<file path="src/rtl/i2c_target_acq_packer_pkg.sv">
// rtl/i2c_target_acq_packer_pkg.sv - shared types and helpers for the I2C target ACQ packer
package i2c_target_acq_packer_pkg;

  localparam int AcqFifoWidth = 10;

  typedef enum logic [1:0] {
    ACQ_DATA    = 2'b00,
    ACQ_START   = 2'b01,
    ACQ_STOP    = 2'b10,
    ACQ_RESTART = 2'b11
  } acq_signal_e;

  typedef struct packed {
    logic [3:0]  reserved;
    logic        truncated;
    logic [2:0]  idx;
    logic        rw;
    logic [6:0]  addr;
    logic [15:0] count;
  } i2c_rx_desc_t;

  // A slot with an all-zero mask is disabled rather than matching everything.
  function automatic logic addr_hit(input logic [6:0] addr, input logic [6:0] target,
                                    input logic [6:0] mask);
    return (mask != 7'd0) && (((addr ^ target) & mask) == 7'd0);
  endfunction

endpackage

</file>
<file path="src/rtl/i2c_target_acq_packer_addr_match.sv">
// rtl/i2c_target_acq_packer_addr_match.sv - priority address/mask matcher, lowest slot wins
module i2c_target_acq_packer_addr_match
  import i2c_target_acq_packer_pkg::*;
#(
  parameter int NumAddr = 2
) (
  input  logic [6:0]              addr,
  input  logic [NumAddr-1:0][6:0] target_address,
  input  logic [NumAddr-1:0][6:0] target_mask,
  output logic                    match,
  output logic [2:0]              idx
);

  // Walk from the top slot down so the lowest matching index is the last writer.
  always_comb begin
    match = 1'b0;
    idx   = 3'd0;
    for (int i = NumAddr - 1; i >= 0; i--) begin
      if (addr_hit(addr, target_address[i], target_mask[i])) begin
        match = 1'b1;
        idx   = 3'(i);
      end
    end
  end

endmodule

</file>
<file path="src/rtl/i2c_target_acq_packer.sv">
// rtl/i2c_target_acq_packer.sv - filters ACQ transfers by address and packs write bytes into RX words + descriptors
module i2c_target_acq_packer #(
  parameter int NumAddr      = 2,
  parameter int RxDataWidth  = 32,
  parameter int RxDescWidth  = 32,
  parameter int AcqFifoWidth = i2c_target_acq_packer_pkg::AcqFifoWidth
) (
  input  logic                    clk_i,
  input  logic                    rst_ni,
  input  logic                    enable_i,
  input  logic [NumAddr-1:0][6:0] target_address_i,
  input  logic [NumAddr-1:0][6:0] target_mask_i,
  input  logic                    acq_valid_i,
  input  logic [AcqFifoWidth-1:0] acq_data_i,
  output logic                    acq_ready_o,
  output logic                    rx_wvalid_o,
  input  logic                    rx_wready_i,
  output logic [RxDataWidth-1:0]  rx_wdata_o,
  output logic                    rx_desc_wvalid_o,
  input  logic                    rx_desc_wready_i,
  output logic [RxDescWidth-1:0]  rx_desc_wdata_o,
  output logic                    overflow_o,
  output logic                    busy_o
);
  import i2c_target_acq_packer_pkg::acq_signal_e;
  import i2c_target_acq_packer_pkg::ACQ_DATA;
  import i2c_target_acq_packer_pkg::ACQ_START;
  import i2c_target_acq_packer_pkg::ACQ_STOP;
  import i2c_target_acq_packer_pkg::ACQ_RESTART;
  import i2c_target_acq_packer_pkg::i2c_rx_desc_t;

  localparam int NumLanes = RxDataWidth / 8;
  localparam int LaneW    = (NumLanes > 1) ? $clog2(NumLanes) : 1;
  localparam logic [LaneW-1:0] LastLane = LaneW'(NumLanes - 1);

  typedef enum logic [2:0] {IDLE, SKIP, XFER, FLUSH, DESC} state_e;

  state_e                 state;
  logic [6:0]             addr;
  logic                   rw;
  logic [2:0]             idx;
  logic [15:0]            count;
  logic                   truncated;
  logic [LaneW-1:0]       lane;
  logic [RxDataWidth-1:0] acc;
  logic                   pend_restart;
  logic [7:0]             pend_byte;

  acq_signal_e            sig;
  logic [7:0]             acq_byte;
  logic                   is_start;
  logic                   word_stall;
  logic                   word_done;
  logic                   desc_done;
  logic [7:0]             start_byte;
  logic                   do_start;
  logic                   match;
  logic [2:0]             match_idx;
  logic [RxDataWidth-1:0] acc_ins;
  i2c_rx_desc_t           desc;
  logic [RxDescWidth-1:0] desc_ext;

  assign sig        = acq_signal_e'(acq_data_i[9:8]);
  assign acq_byte   = acq_data_i[7:0];
  assign is_start   = (sig == ACQ_START) || (sig == ACQ_RESTART);
  assign word_stall = rx_wvalid_o & ~rx_wready_i;
  assign word_done  = rx_wvalid_o & rx_wready_i;
  assign desc_done  = rx_desc_wvalid_o & rx_desc_wready_i;
  assign busy_o     = (state != IDLE);

  // A RESTART that ended a transfer is re-evaluated from its latched copy once the descriptor drains.
  assign start_byte = (state == DESC) ? pend_byte : acq_byte;

  i2c_target_acq_packer_addr_match #(
    .NumAddr (NumAddr)
  ) u_addr_match (
    .addr           (start_byte[7:1]),
    .target_address (target_address_i),
    .target_mask    (target_mask_i),
    .match          (match),
    .idx            (match_idx)
  );

  always_comb begin
    acc_ins = acc;
    acc_ins[{lane, 3'b000} +: 8] = acq_byte;
  end

  always_comb begin
    desc           = '0;
    desc.count     = count;
    desc.addr      = addr;
    desc.rw        = rw;
    desc.idx       = idx;
    desc.truncated = truncated;
    desc_ext       = '0;
    desc_ext[31:0] = desc;
  end

  always_comb begin
    do_start = 1'b0;
    if (enable_i) begin
      if ((state == IDLE || state == SKIP) && acq_valid_i && is_start) do_start = 1'b1;
      if (state == DESC && desc_done && pend_restart) do_start = 1'b1;
    end
  end

  // End-of-transfer entries stay in the ACQ queue until their descriptor is taken.
  always_comb begin
    acq_ready_o = 1'b0;
    if (!enable_i) begin
      acq_ready_o = 1'b1;
    end else begin
      case (state)
        IDLE, SKIP: acq_ready_o = 1'b1;
        XFER:       acq_ready_o = ~word_stall & ~(acq_valid_i & (sig != ACQ_DATA));
        DESC:       acq_ready_o = desc_done;
        default:    acq_ready_o = 1'b0;
      endcase
    end
  end

  always_ff @(posedge clk_i or negedge rst_ni) begin
    if (!rst_ni) begin
      state            <= IDLE;
      addr             <= '0;
      rw               <= 1'b0;
      idx              <= '0;
      count            <= '0;
      truncated        <= 1'b0;
      lane             <= '0;
      acc              <= '0;
      pend_restart     <= 1'b0;
      pend_byte        <= '0;
      rx_wvalid_o      <= 1'b0;
      rx_wdata_o       <= '0;
      rx_desc_wvalid_o <= 1'b0;
      rx_desc_wdata_o  <= '0;
      overflow_o       <= 1'b0;
    end else begin
      overflow_o <= 1'b0;
      if (word_done) rx_wvalid_o <= 1'b0;
      if (!enable_i) begin
        state            <= IDLE;
        rx_wvalid_o      <= 1'b0;
        rx_desc_wvalid_o <= 1'b0;
        lane             <= '0;
        acc              <= '0;
        count            <= '0;
      end else begin
        case (state)
          IDLE, SKIP: begin
            if (acq_valid_i && sig == ACQ_STOP) state <= IDLE;
          end
          XFER: begin
            if (acq_valid_i && !word_stall) begin
              if (sig == ACQ_DATA) begin
                if (!rw) begin
                  if (count == 16'hFFFF) begin
                    truncated  <= 1'b1;
                    overflow_o <= 1'b1;
                  end else begin
                    count <= count + 16'd1;
                    if (lane == LastLane) begin
                      rx_wdata_o  <= acc_ins;
                      rx_wvalid_o <= 1'b1;
                      acc         <= '0;
                      lane        <= '0;
                    end else begin
                      acc  <= acc_ins;
                      lane <= lane + LaneW'(1);
                    end
                  end
                end
              end else begin
                pend_restart <= (sig != ACQ_STOP);
                pend_byte    <= acq_byte;
                if (lane != '0) begin
                  rx_wdata_o  <= acc;
                  rx_wvalid_o <= 1'b1;
                  acc         <= '0;
                  lane        <= '0;
                  state       <= FLUSH;
                end else begin
                  rx_desc_wdata_o  <= desc_ext;
                  rx_desc_wvalid_o <= 1'b1;
                  state            <= DESC;
                end
              end
            end
          end
          FLUSH: begin
            if (word_done) begin
              rx_desc_wdata_o  <= desc_ext;
              rx_desc_wvalid_o <= 1'b1;
              state            <= DESC;
            end
          end
          DESC: begin
            if (desc_done) begin
              rx_desc_wvalid_o <= 1'b0;
              if (!pend_restart) state <= IDLE;
            end
          end
          default: state <= IDLE;
        endcase

        if (do_start) begin
          if (match) begin
            addr      <= start_byte[7:1];
            rw        <= start_byte[0];
            idx       <= match_idx;
            count     <= '0;
            truncated <= 1'b0;
            lane      <= '0;
            acc       <= '0;
            state     <= XFER;
          end else begin
            state <= SKIP;
          end
        end
      end
    end
  end

endmodule
</file>
<file path="config.mk">
export PLATFORM = sky130hd
export DESIGN_NAME = i2c_target_acq_packer
export DESIGN_NICKNAME = d
export VERILOG_FILES = /design/src/rtl/i2c_target_acq_packer_pkg.sv /design/src/rtl/i2c_target_acq_packer_addr_match.sv /design/src/rtl/i2c_target_acq_packer.sv
export SDC_FILE = /design/constraint.sdc
export NUM_CORES = 1
export LEC_CHECK = 0
export CAP_MARGIN = 10
export CORE_MARGIN = 1
export CORE_UTILIZATION = 58
export CTS_CLUSTER_SIZE = 25
export DETAILED_ROUTE_END_ITERATION = 10
export PLACE_DENSITY = 0.86
export SLEW_MARGIN = 20
export SYNTH_ARGS = -nofsm -noshare
export SYNTH_HDL_FRONTEND = slang
export SYNTH_SLANG_ARGS = --single-unit
</file>
<file path="constraint.sdc">
create_clock -name clk_i -period 5.4 [get_ports clk_i]
set_input_delay 1.08 -clock clk_i [delete_from_list [all_inputs] [get_ports clk_i]]
set_output_delay 1.08 -clock clk_i [all_outputs]
set_load 0.01 [all_outputs]
</file>
---- Word level (Yosys, flattened, before mapping) ----
Index checks and enable logic that the tools add are counted.
cells by class
  $add $sub $neg .......................... 3
  eq/ne operators ......................... 29
  shift-type cells ........................ 2
  multiplexer cells ....................... 89
  bitwise gates (word level) .............. 13
  reduce and logical (&&, ||, !) cells .... 29
operator list
  operator                  number
  $mux W32                  19
  $mux W16                  8
  $pmux W32 S2              1
  $mux W1                   36
  $bwmux W32                1
  $shift A8 B7 Y32 const A  1
  $shiftx A8 B7 Y32         1
  $mux W3                   9
  $ne A4 B4 Y1 const B      6
  $mux W2                   11
  $reduce_and A6 Y1         3
  $add A16 B1 Y16 const B   1
  $eq A16 B16 Y1 const B    1
  $ne A3 B3 Y1 const B      5
  $and A7 B7 Y7             2
  $logic_not A7 Y1          2
  $ne A2 B2 Y1 const B      7
  $reduce_bool A7 Y1        2
  $xor A7 B7 Y7             2
  $pmux W3 S4               1
  $logic_and A1 B1 Y1       8
  $mux W8                   1
  $reduce_bool A2 Y1        4
  $neg A5 Y7                1
  other kinds (20)          32
storage, ports and cells
  bits in registers ....................... 141
  bits of input ports ..................... 44
  output and inout port bits .............. 69
  logic and storage cells ................. 180

---- Logic depth before layout (Yosys ltp) ----
  word-level depth ........................ 12
  gate-level depth with buffers ........... 10
  mapped depth without buffers ............ 8

---- Hierarchy ----
Synthesis repeated with hierarchy kept, for this count alone.
unflattened totals
  cells, all modules ...................... 680
  area, all modules ....................... 7,459.7 um^2
by module, submodules not included
  module                            instances  cells an instance  area each (um^2)
  i2c_target_acq_packer             1          647                7,185.6
  i2c_target_acq_packer_addr_match  1          33                 274.0

---- Worst setup path before layout ----
No wires, ideal clock.
  kind .................................... input-to-output
  from .................................... input acq_data_i[9]
  to ...................................... output acq_ready_o
  arrival ................................. 1.909 ns
  slack ................................... 2.411 ns
  cell stages on the path ................. 6
  cells stage by stage .................... or2_2 > clkbuf_1 > nand2_1 > nand3_1 > a21oi_1 > or2_2
between the ends
  word-level cells in the longest chain between the ends .. 6
RTL lines
  element             RTL line                      source
  from (decl)         i2c_target_acq_packer.sv:14   input logic [AcqFifoWidth-1:0] acq_data_i,
  $reduce_bool A2 Y1  i2c_target_acq_packer.sv:116  XFER: acq_ready_o = ~word_stall & ~(acq_valid_i & (sig != ACQ_DATA));
  $and A1 B1 Y1       i2c_target_acq_packer.sv:116
  $not A1 Y1          i2c_target_acq_packer.sv:116
  $and A1 B1 Y1       i2c_target_acq_packer.sv:116
  $pmux W1 S3         i2c_target_acq_packer.sv:114  case (state)
  $mux W1             i2c_target_acq_packer.sv:111  if (!enable_i) begin
  to (decl)           i2c_target_acq_packer.sv:15   output logic acq_ready_o,
No other way between the ends.

---- Final worst setup path ----
Same ends and word-level chain as after synthesis.

==> impl_metrics.ini <==
[final_layout]
finalNonFillerCells = 926
diodes = 0
final_cell_mix = dfrtp_1 (133), clkdlybuf4s50_1 (105), nand2_1 (90)
final_common_cell = dfrtp_1
drive_above_1_share_pct = 10.3
fillers = 733
area_growth_pct = 25.2
finalNetCount = 824

[global_routing]
grt_pass1_vias = 5578
top_usage_layer = met2
globalRouteMet1Util_pct = 40.5
grt_use_met2_pct = 49.1
gr-total-overflow = 0
grt_util_met3_pct = 9.50
grt_pass1_wl_um = 28200
track_usage_pct = 31.5
antenna_found_initial = 0
grt_max_degree = 65

[power_and_ir_drop]
p_switching_w = 0.000666
p_clk_share_pct = 44.5
power_frac_seq_pct = 43.4
p_per_area_mw_per_mm2 = 318
sw_frac_of_total_pct = 25.2
power.leakage_nw = 3.57
pwr-share-comb_pct = 12.1
p_int_w = 0.00198
ir_worst_vdd_mv = 0.440

[routing]
dr.pass1.iters = 6
wirelength_um = 17400
vias = 5822
postRouteAntennaNets = 0
drtIter0Drc = 630
viasPerCell = 6.29
drc_errors = 0
avgRoutedWirePerCell_um = 18.8

[die]
core_area_mm2 = 0.0110
die-area_mm2 = 0.0119
row_count = 38
start_util_pct = 60.5
die_h_um = 109
dieWidth_um = 109
io_pins = 113

[clock_tree]
cts_setup_buffers = 0
holdBufCountCts = 0
clk_path_buf_depth = 2
path_clk_slew_ns = 0.05
clock_latency_ns = 0.42
htreeDepth = 4
clkSinkCount = 133
cts_buffers = 17
cts_resized = 0
cts_tree = built
cts_root_buf = clkbuf_16

[timing]
hold_viol_final = 0
clock_skew_ns = 0.00693
tightest_slew_ns = 0.975
relSlewSlack_pct = 34.7
fmax_ghz = 0.246
finalSetupViolCount = 0
maxSlewViolCount = 0
finalSetupTns_ns = 0
period_share_pct = 75.2
rsz0062_at_grt = no
fin_crit_ns = 4.06

[worst_setup_path]
crit_fanout = 8
end_kind = output pin
crit_chain = clkdlybuf4s50_1, or2_2, nand2_1, nand3_1, a21oi_1, or2_2, clkdlybuf4s50_1
reg2reg_from = state[0]
worstPathArrival_ns = 2.98
start_kind = input pin
crit_slowest_cell = clkdlybuf4s50_1
worstPathRequired_ns = 4.32
max_stage_delay_ns = 0.53
crit_family = buffers and inverters
critPathKind = in -> out
cp-startpoint = acq_data_i[9]
crit_buf_inv = 2

[placed_design]
dp_cells = 894
dpl.hpwl_um = 11800
io_buffer_count = 106
gp_congestion = 0.986

[synth]
ys_seq_area_share_pct = 50.1
synth_area_per_cell_um2 = 9.73
netlist-cell-type-count = 62
synthFlopType = dfrtp_1
async_flop_share_pct = 100
synth_seq_cells = 133
synthCells = 683
synth_warnings = 0
syn_area_mm2 = 0.00664
synth_edf_count = 0

[job]
max_cap_viol_count = 0

[worst_hold_path]
min_from = rx_wdata_o[29]
hold_class = reg -> reg

[run_status]
status = finished, final reports clean
-- metrics by stage --
stage | setup slack, ns | hold slack (ns) | total power [W] | cell area, µm² | utilization, %
final | 1.34 | 0.473 | 0.00264 | 8320 | 75.7
after global routing | 1.26 | 0.509 | 0.00274 | 8320 | 75.7
after CTS | 1.35 | 0.482 | 0.00265 | 8310 | 75.7
after detailed placement | 1.31 | 0.469 | 0.00148 | 7700 | 70.1
after global placement | 1.37 | 0.462 | 0.00146 | 7700 | 70.1
after floorplan | 2.41 | 0.462 | 0.00132 | 6660 | -
-- cells in the mapped netlist, types with 6 or more instances --
master | n | share of area (%)
a22oi_1 | 51 | 5.8
buf_4 | 10 | 1.1
mux2_2 | 34 | 5.8
mux2i_1 | 6 | 0.90
inv_1 | 15 | 0.85
xor2_1 | 21 | 2.8
nand2b_1 | 7 | 0.66
nand2_1 | 90 | 5.1
nor2_1 | 73 | 4.1
a31oi_1 | 15 | 1.4
and3_1 | 10 | 0.94
o21ai_0 | 49 | 3.7
clkbuf_1 | 25 | 1.4
ha_1 | 7 | 1.3
dfrtp_1 | 133 | 50
a21oi_1 | 20 | 1.5
xnor2_1 | 8 | 1.1
nand4_1 | 6 | 0.57
nand3_1 | 16 | 1.2
nor3_1 | 11 | 0.83
-- routing by layer --
layer  wire (µm)  share of wire, %
met3        1400               8.0
met4         548               3.1
met2        8460                49
met5           0                 0
met1        7010                40
-- registers in the layout, indices dropped and copies added (netlist names), 2 cells and up --
| signal | flops |
|---|---|
| acc | 32 |
| count | 16 |
| state | 3 |
| rx_desc_wdata_o | 26 |
| pend_byte | 8 |
| lane | 2 |
| addr | 7 |
| rx_wdata_o | 32 |
-- logic make-up (layout without fill, tap and decap cells) --
kind of cell | count (synthesis) | after routing | share of synthesized area [%]
other | 1 | 6 | 0.0564
AOI/OAI and AO/OA | 171 | 171 | 16.9
xor gates and xnor gates | 29 | 29 | 3.82
buffers and inverters | 58 | 156 | 4.20
and+or+nand+nor | 244 | 244 | 16.9
adders and majority gates | 7 | 7 | 1.32
DFF | 133 | 133 | 50.1
muxes | 40 | 40 | 6.67
-- final cells by class --
| type | instances | area [µm²] | share of cell area (%) |
|---|---|---|---|
| multi-input combinational | 497 | 3070 | 36.9 |
| inverter | 15 | 56.3 | 0.677 |
| tap | 140 | 175 | 2.11 |
| sequential | 133 | 3330 | 40.0 |
| clock buffer | 19 | 453 | 5.45 |
| clock inverter | 13 | 156 | 1.88 |
| timing repair buffer | 109 | 1080 | 13.0 |
-- final timing paths --
path,end,slack (ns),depth (start not counted)
max reg2reg,acc[26],1.87,7
min reg2reg,rx_wdata_o[29],0.47,2
min,rx_wdata_o[29],0.47,2
min in group asynchronous,rx_desc_wdata_o[20],0.66,1
max in group asynchronous,acc[15],3.75,2
max,acq_ready_o,1.34,7
-- tightest hold or removal path: cells and delay by family (launching register included) --
kind	cells	cell delay (ns)
AND/OR/NAND/NOR	1	0.04
flip-flops	1	0.34
AO/OA/AOI/OAI	1	0.06
-- power by group through the flow --
stage	sequential, W	clock [W]	combinational (W)
detailed placement	0.00116	0	0.000316
global route	0.00115	0.00124	0.000347
global placement	0.00116	0	0.000306
CTS	0.00114	0.00119	0.000318
floorplan	0.00114	0	0.000172
finish	0.00115	0.00118	0.000320
Power figures use the tool's default switching activity.
